<file path="src/rtl/seg7_pkg.sv">
// Shared seven-segment constants and FSM state type for the readback path.
// Segment order is {a,b,c,d,e,f,g} with a at the MSB; 1 means lit.
package seg7_pkg;

  localparam logic [6:0] SegBlank = 7'b0000000;

  localparam logic [6:0] Seg0 = 7'b1111110;
  localparam logic [6:0] Seg1 = 7'b0110000;
  localparam logic [6:0] Seg2 = 7'b1101101;
  localparam logic [6:0] Seg3 = 7'b1111001;
  localparam logic [6:0] Seg4 = 7'b0110011;
  localparam logic [6:0] Seg5 = 7'b1011011;
  localparam logic [6:0] Seg6 = 7'b1011111;
  localparam logic [6:0] Seg7 = 7'b1110000;
  localparam logic [6:0] Seg8 = 7'b1111111;
  localparam logic [6:0] Seg9 = 7'b1111011;
  localparam logic [6:0] SegA = 7'b1110111;
  localparam logic [6:0] SegB = 7'b0011111;
  localparam logic [6:0] SegC = 7'b1001110;
  localparam logic [6:0] SegD = 7'b0111101;
  localparam logic [6:0] SegE = 7'b1001111;
  localparam logic [6:0] SegF = 7'b1000111;

  typedef enum logic [1:0] {
    StIdle,
    StSettle,
    StLocked
  } state_e;

  // Forward decoder (digit to segments), used by display drivers that share this table.
  function automatic logic [6:0] seg7_encode(input logic [3:0] code);
    logic [6:0] pat;
    pat = SegBlank;
    unique case (code)
      4'h0: pat = Seg0;
      4'h1: pat = Seg1;
      4'h2: pat = Seg2;
      4'h3: pat = Seg3;
      4'h4: pat = Seg4;
      4'h5: pat = Seg5;
      4'h6: pat = Seg6;
      4'h7: pat = Seg7;
      4'h8: pat = Seg8;
      4'h9: pat = Seg9;
      4'hA: pat = SegA;
      4'hB: pat = SegB;
      4'hC: pat = SegC;
      4'hD: pat = SegD;
      4'hE: pat = SegE;
      4'hF: pat = SegF;
      default: pat = SegBlank;
    endcase
    return pat;
  endfunction

endpackage

</file>
<file path="src/rtl/seg7_pattern_lookup.sv">
// Combinational reverse lookup: segment pattern to digit code.
// is_legal flags any of the 16 digit glyphs; hex-mode gating is left to the caller.
module seg7_pattern_lookup
  import seg7_pkg::*;
(
  input  logic [6:0] seg,
  output logic [3:0] code,
  output logic       is_hex,
  output logic       is_legal,
  output logic       is_blank
);

  // Match the pattern against every glyph; unknown patterns fall to the default.
  always_comb begin
    code     = 4'h0;
    is_hex   = 1'b0;
    is_legal = 1'b1;
    is_blank = (seg == SegBlank);
    case (seg)
      Seg0: code = 4'h0;
      Seg1: code = 4'h1;
      Seg2: code = 4'h2;
      Seg3: code = 4'h3;
      Seg4: code = 4'h4;
      Seg5: code = 4'h5;
      Seg6: code = 4'h6;
      Seg7: code = 4'h7;
      Seg8: code = 4'h8;
      Seg9: code = 4'h9;
      SegA: begin
        code   = 4'hA;
        is_hex = 1'b1;
      end
      SegB: begin
        code   = 4'hB;
        is_hex = 1'b1;
      end
      SegC: begin
        code   = 4'hC;
        is_hex = 1'b1;
      end
      SegD: begin
        code   = 4'hD;
        is_hex = 1'b1;
      end
      SegE: begin
        code   = 4'hE;
        is_hex = 1'b1;
      end
      SegF: begin
        code   = 4'hF;
        is_hex = 1'b1;
      end
      default: is_legal = 1'b0;
    endcase
  end

endmodule

</file>
<file path="src/rtl/seg7_readback.sv">
// Seven-segment readback: samples the segment lines, waits for STABLE_CYCLES identical
// samples, then decodes the settled pattern once into a digit, an error or a blank flag.
module seg7_readback
  import seg7_pkg::*;
#(
  parameter int unsigned STABLE_CYCLES = 4
) (
  input  logic       clk,
  input  logic       rst_n,
  input  logic       en,
  input  logic       hex_mode,
  input  logic [6:0] seg,
  output logic [3:0] data,
  output logic       valid,
  output logic       err,
  output logic       blank
);

  localparam int unsigned CntW = $clog2(STABLE_CYCLES + 1);
  localparam logic [CntW-1:0] CntMax = CntW'(STABLE_CYCLES);
  localparam logic [CntW-1:0] CntOne = CntW'(1);

  // Input sample stage and its one-cycle-old copy used for the stability compare.
  logic [6:0] seg_q, prev_seg_q;
  logic       hex_q, prev_hex_q;
  // Low only for the first edge after reset so that edge just loads the sample stage.
  logic       started_q;

  state_e          state_q;
  logic [CntW-1:0] cnt_q;
  logic [3:0]      data_q;
  logic            valid_q, err_q, blank_q;

  logic [3:0]      lk_code;
  logic            lk_is_hex, lk_is_legal, lk_is_blank;
  logic            same;
  logic            accept;
  logic [CntW-1:0] cnt_inc;

  seg7_pattern_lookup u_lookup (
    .seg      (seg_q),
    .code     (lk_code),
    .is_hex   (lk_is_hex),
    .is_legal (lk_is_legal),
    .is_blank (lk_is_blank)
  );

  // Stability compare, saturating count and hex-mode legality of the sampled pattern.
  always_comb begin
    same    = (seg_q == prev_seg_q) && (hex_q == prev_hex_q);
    cnt_inc = (cnt_q == CntMax) ? CntMax : cnt_q + CntOne;
    accept  = lk_is_legal && (!lk_is_hex || hex_q);
  end

  // Sample stage plus settle/lock FSM with registered outputs.
  always_ff @(posedge clk or negedge rst_n) begin
    if (!rst_n) begin
      seg_q      <= SegBlank;
      prev_seg_q <= SegBlank;
      hex_q      <= 1'b0;
      prev_hex_q <= 1'b0;
      started_q  <= 1'b0;
      state_q    <= StIdle;
      cnt_q      <= '0;
      data_q     <= 4'h0;
      valid_q    <= 1'b0;
      err_q      <= 1'b0;
      blank_q    <= 1'b0;
    end else begin
      seg_q      <= seg;
      hex_q      <= hex_mode;
      prev_seg_q <= seg_q;
      prev_hex_q <= hex_q;
      started_q  <= 1'b1;
      valid_q    <= 1'b0;
      err_q      <= 1'b0;

      if (!en) begin
        state_q <= StIdle;
        cnt_q   <= '0;
        blank_q <= 1'b0;
      end else if (started_q) begin
        case (state_q)
          StIdle: begin
            state_q <= StSettle;
            cnt_q   <= CntOne;
          end
          StSettle: begin
            if (!same) begin
              cnt_q <= CntOne;
            end else if (cnt_inc == CntMax) begin
              // Pattern has settled: evaluate it exactly once on entry to LOCKED.
              state_q <= StLocked;
              cnt_q   <= CntMax;
              if (lk_is_blank) begin
                blank_q <= 1'b1;
              end else if (accept) begin
                data_q  <= lk_code;
                valid_q <= 1'b1;
              end else begin
                err_q <= 1'b1;
              end
            end else begin
              cnt_q <= cnt_inc;
            end
          end
          StLocked: begin
            if (!same) begin
              state_q <= StSettle;
              cnt_q   <= CntOne;
              blank_q <= 1'b0;
            end
          end
          default: begin
            state_q <= StIdle;
            cnt_q   <= '0;
          end
        endcase
      end
    end
  end

  assign data  = data_q;
  assign valid = valid_q;
  assign err   = err_q;
  assign blank = blank_q;

endmodule

</file>
<file path="config.mk">
export PLATFORM = sky130hd
export DESIGN_NAME = seg7_readback
export DESIGN_NICKNAME = d
export VERILOG_FILES = /design/src/rtl/seg7_pkg.sv /design/src/rtl/seg7_pattern_lookup.sv /design/src/rtl/seg7_readback.sv
export SDC_FILE = /design/constraint.sdc
export NUM_CORES = 1
export LEC_CHECK = 0
export ABC_AREA = 1
export CAP_MARGIN = 20
export CORE_ASPECT_RATIO = 1.4
export CORE_MARGIN = 5
export CORE_UTILIZATION = 45
export DETAILED_ROUTE_END_ITERATION = 16
export GPL_ROUTABILITY_DRIVEN = 1
export GPL_TIMING_DRIVEN = 0
export PLACE_DENSITY = 0.66
export SYNTH_ARGS = -nofsm -noshare
export SYNTH_HDL_FRONTEND = slang
export SYNTH_SLANG_ARGS = --single-unit
export TNS_END_PERCENT = 1
</file>
<file path="constraint.sdc">
create_clock -name clk -period 1.65 [get_ports clk]
set_input_delay 0.4125 -clock clk [delete_from_list [all_inputs] [get_ports clk]]
set_output_delay 0.4125 -clock clk [all_outputs]
set_load 0.01 [all_outputs]
</file>
* Word level (Yosys, flattened, before mapping)
Index checks and enable logic that the tools add are counted.
** Word-level totals
- Flip-flop bits (word level) :: 29
- Word-level logic and storage cells :: 90
** Cells by class
- Add/subtract/negate cells :: 1
- Eq/ne operators :: 28
- Muxes and demuxes :: 37
- Bitwise operators :: 1
- Reductions and logical operators :: 12
** Operators with widths (count)
- 7-bit equality test (second input constant) :: 12
- 4-bit case mux with 15 select lines :: 1
- 1-bit two-way mux :: 22
- 7-bit by 6-bit equality test with 1-bit output (second input constant) :: 3
- 3-bit two-way mux :: 6
- 16-bit OR reduction :: 1
- 3-bit != test (second input constant) :: 4
- 2-bit two-way mux :: 5
- 3-bit case mux with 3 select lines :: 1
- 7-bit by 5-bit equality test with 1-bit output (second input constant) :: 1
- 7-bit equality test :: 1
- 7-bit logical NOT :: 1
- 7-bit AND reduction :: 1
- 3-bit equality test (second input constant) :: 2
- 2-bit case mux with 3 select lines :: 1
- 6-bit AND reduction :: 1
- 6-bit OR reduction :: 1
- 4-bit AND reduction :: 1
- 3-bit by 1-bit adder with 3-bit output (second input constant) :: 1
- 3-bit by 1-bit != test with 1-bit output (second input constant) :: 1
- 2-bit by 1-bit equality test with 1-bit output (second input constant) :: 1
- 2-bit equality test (second input constant) :: 1
- 1-bit logical AND :: 2
- 2-bit logical NOT :: 1
- 7 further kinds :: 7

* Depth between registers and ports, before layout
- Depth after elaboration :: 13
- Depth in mapped cells :: 13
- Mapped depth without buffers :: 12

* Hierarchy
From an unflattened synthesis, not the netlist that was laid out.
** Unflattened totals
- Cells, all modules :: 203
- Area total of the unflattened synthesis :: 1582.8 sq um
** By module, submodules not included
- seg7_readback :: times used 1, cells an instance 130, area each 1261.2 sq um, sequential area each 725.7 sq um
- seg7_pattern_lookup :: times used 1, cells an instance 73, area each 321.6 sq um, sequential area each 0.0 sq um

* Worst setup path before layout
Ideal clock, no wire load.
- Kind :: register -> register
- Start point :: register cnt_q[0]
- End point :: register data_q[1] (netlist: data[1])
- Library setup time :: 0.124 ns
- Arrival time :: 1.387 ns
- Slack :: 0.139 ns
- Cell stages (with the launch flop) :: 11
- Clock period less this slack :: 1.511 ns
- Path through :: dfrtp_1 -> inv_1 -> ha_1 -> inv_1 -> nand2_1 -> nor2_1 -> nand3_1 -> nor2_4 -> nand3_4 -> nand2_1 -> o21ai_1
** On the way
- Word-level cells in the longest chain between the ends :: 4
- Elaborated cells on any way between the ends :: 5
** RTL lines
- start, declared :: RTL line seg7_readback.sv:30 : logic [CntW-1:0] cnt_q;
- start signal, assigned :: RTL line seg7_readback.sv:86 : cnt_q <= CntOne;
- start signal, assigned :: RTL line seg7_readback.sv:90 : cnt_q <= CntOne;
- start signal, assigned :: RTL line seg7_readback.sv:94 : cnt_q <= CntMax;
- 3-bit by 1-bit adder with 3-bit output / 3-bit equality test (equally long branches) :: RTL line seg7_readback.sv:51 : cnt_inc = (cnt_q == CntMax) ? CntMax : cnt_q + CntOne;
- 3-bit two-way mux (*) :: RTL line seg7_readback.sv:51
- 3-bit equality test (*) :: RTL line seg7_readback.sv:91 : end else if (cnt_inc == CntMax) begin
- 7-bit AND reduction (no source line) (*)
- end signal, assigned :: RTL line seg7_readback.sv:98 : data_q <= lk_code;
- end, declared :: RTL line seg7_readback.sv:31 : logic [3:0] data_q;
Every way passes the cells marked *; elsewhere a longest branch is shown, timed or not.
A chain may end at the register's enable or synchronous reset.

* Worst setup path in the final report
- Start point :: register seg_q[3]
- End point :: register data_q[0] (netlist: data[0])
** On the way
- Word-level cells in the longest chain between the ends :: 7
- Elaborated cells on any way between the ends :: 29
** RTL lines
- start, declared :: RTL line seg7_readback.sv:24 : logic [6:0] seg_q, prev_seg_q;
- start signal, assigned :: RTL line seg7_readback.sv:58 : seg_q <= SegBlank;
- start signal, assigned :: RTL line seg7_readback.sv:70 : seg_q <= seg;
- 7-bit equality test (tied with other cells) :: RTL line seg7_pattern_lookup.sv:19 : case (seg)
- 6-bit OR reduction (no source line)
- 1-bit two-way mux :: RTL line seg7_pattern_lookup.sv:19
- 1-bit logical NOT :: RTL line seg7_readback.sv:52 : accept = lk_is_legal && (!lk_is_hex || hex_q);
- 1-bit logical OR :: RTL line seg7_readback.sv:52
- 1-bit logical AND :: RTL line seg7_readback.sv:52
- 7-bit AND reduction (no source line)
Several ways; a longest one is shown, not always the timed one.

==> results.toml <==
[logic_synthesis]
synthesis.nets = 210
ys_warn_count = 0
syn_inst = 197
syn-cell-area_um2 = 1560
ys_seq_area_share_pct = 46.5
ys_ff_latch = 29
synthesis.area_per_instance_um2 = 7.93
ys_types = 25

[timing]
hold_viol_final = 0
tns_ps = 0
post-route-period-util_pct = 95.6
tightest_slew_ps = 551
fin_skew_ps = 5.50
slew_violations = 0
grt_setup_unrepaired = "yes"
fin_crit_ps = 1580
relSlewSlack_pct = 63.2
max_freq_mhz = 634
setup_violations = 0
finalWorstSetupSlack_ps = 71.8

[grt]
grt_max_degree = 22
grt_pass1_vias = 1303
antenna_found_initial = 0
track_usage_pct = 14.8
grt_pass1_wl_mm = 5.23
gr-total-overflow = 0

[cts]
cts.path.max_buffers = 2
clockRootBuffer = "clkbuf_8"
cts_hold_buf = 0
cts_sinks = 29
cts_buffers = 5
worst_skew_pair.late_latency_ps = 270
path_clk_slew_ps = 60
htreeDepth = 2
cts_tree = "built"

[layout]
fin_util_pct = 59.9
nets = 239
mostFrequentLayoutCells = "nand2_1 (51), dfrtp_1 (23), inv_1 (18)"
diodes = 0
syn2layout_area_growth_pct = 29.5
final_cell_count_no_fill = 267
final.fill_count = 313
drive_above_1_share_pct = 28.2
final_common_cell = "nand2_1"

[power]
p_leak_uw = 0.000968
seq_power_share_pct = 50.7
sw_frac_of_total_pct = 26.5
p_switching_uw = 407
power_density_nw_per_um2 = 760
p_int_uw = 1130
irDropWorstVdd_mv = 0.646
p_comb_share_pct = 14.1
power_uw = 1540
p_clk_share_pct = 35.2

[die]
core_area_um2 = 3380
io-pin-count = 18
fp.dieH_um = 79.7
dieWidth_um = 59.8
start_util_pct = 46.2
row_count = 25
die_area_um2 = 4760

[setup_path]
path_class = "register to register"
crit_family = "simple AND/OR/NAND/NOR gates"
path_cells = "buf_6, nand2_1, nor2_1, nand2_1, nand3_4, nor2_4, nand3_2, nand3_4, nand2_2, nand2_1, inv_1"
end_kind = "register"
crit_buf_inv = 2
start_kind = "register"
cp.required_ps = 1820
crit_fanout = 8
path_common_cell = "nand2_1"
slowest_delay_ps = 380
cp.arrival_ps = 1750
worst_path_max_delay_cell = "dfrtp_1"

[route]
vias_per_cell = 4.99
wirelength_mm = 3.22
wl_per_cell_um = 12.1
vias = 1332
drt_iter0_markers = 58
firstDrtPassIters = 4
drcViolationCount = 0
ant_nets = 0

[place]
placedCellCount = 255
gp_congestion = 0.952
dp_slack_ps = -200
io_buffers = 17
dpl.hpwl_mm = 2.41

[min_path]
min_path_type = "register to register"

[status]
status = "finished, final reports clean"

[flow_run]
maxCapViolCount = 0
path summary, 6_finish.rpt:
| path | from | end | slack [ps] | cells past startpoint |
|---|---|---|---|---|
| setup / recovery | seg_q[3] | data[0] | 70 | 11 |
| hold / removal | seg_q[3] | prev_seg_q[3] | 400 | 0 |
| setup reg to reg | seg_q[3] | data[0] | 70 | 11 |
| hold reg to reg | seg_q[3] | prev_seg_q[3] | 400 | 0 |
| max in group asynchronous | rst_n | seg_q[2] | 650 | 2 |
| min in group asynchronous | rst_n | state_q[0] | 490 | 1 |
power by group through the flow:
stage	logic (uW)	registers, uW	clock network [uW]
floorplan	119	779	0
global placement	172	784	0
detailed placement	190	787	0
CTS	191	774	565
global route	242	782	609
finish	217	778	542
metal layers:
metal / vias up / wire length (um) / global-route usage [%]
met3: 10 / 122 / 4.53
li1: 665 / - / -
met2: 32 / 1810 / 26.3
met5: - / 0 / 0
met4: 0 / 83 / 7.98
met1: 625 / 1210 / 14.7
logic make-up after synthesis:
group	count (synthesis)	synth area share (%)
adder cells (fa/ha/maj)	2	1.60
AO/OA/AOI/OAI	12	5.21
other	1	0.240
XOR/XNOR	5	2.80
flip-flops	29	46.5
buffers and inverters	29	7.45
AND/OR/NAND/NOR	119	36.2
cell type report:
| cell class | instances | area (um2) | area share, % |
|---|---|---|---|
| multi-input combinational | 139 | 812 | 40.2 |
| sequential | 29 | 733 | 36.3 |
| timing repair buffer | 22 | 228 | 11.3 |
| inverter | 28 | 105 | 5.20 |
| clock buffer | 6 | 72.6 | 3.59 |
| tap | 40 | 50.0 | 2.48 |
| buffer | 1 | 11.3 | 0.557 |
| clock inverter | 2 | 10.0 | 0.495 |
stage by stage:
step | hold WS, ps | area (um2)
2_1_floorplan | 117 | 1560
3_3_place_gp | 376 | 1780
3_5_place_dp | 387 | 1810
4_1_cts | 400 | 1900
5_1_grt | 403 | 2020
6_report | 399 | 2020
state kept, by name, summed over array words and instances (netlist names):
signal      count
prev_seg_q      7
seg_q           7
data            4
cnt_q           3
state_q         2
blank           1
err             1
hex_q           1
prev_hex_q      1
started_q       1
valid           1
timing repair:
| item | CTS | global route |
|---|---|---|
| buffers inserted | 0 | 4 |
| pin swaps | 1 | 12 |
| endpoints found under the setup margin | 4 | 10 |
| gates resized for setup | 2 | 32 |
synthesized netlist by cell type:
cell type,n,area share (%)
nand2_1,58,14
dfrtp_1,29,46
inv_1,23,5.5
nor2_1,22,5.3
nand3_1,15,4.8
inv_2,5,1.2
nor3_1,5,1.6
xnor2_1,5,2.8
nand2_2,4,1.6
nand3_2,4,2.6
nor2_4,4,2.9
nor2_2,3,1.2
o21ai_0,3,0.96
o21ai_1,3,0.96
a21oi_1,2,0.64
ha_1,2,1.6
o31ai_1,2,0.96
a21boi_0,1,0.48
buf_6,1,0.72
conb_1,1,0.24
nand3_4,1,1.1
nand4_1,1,0.40
o21bai_4,1,1.2
or2_1,1,0.40
or2_2,1,0.40
Power figures use the tool's default switching activity.
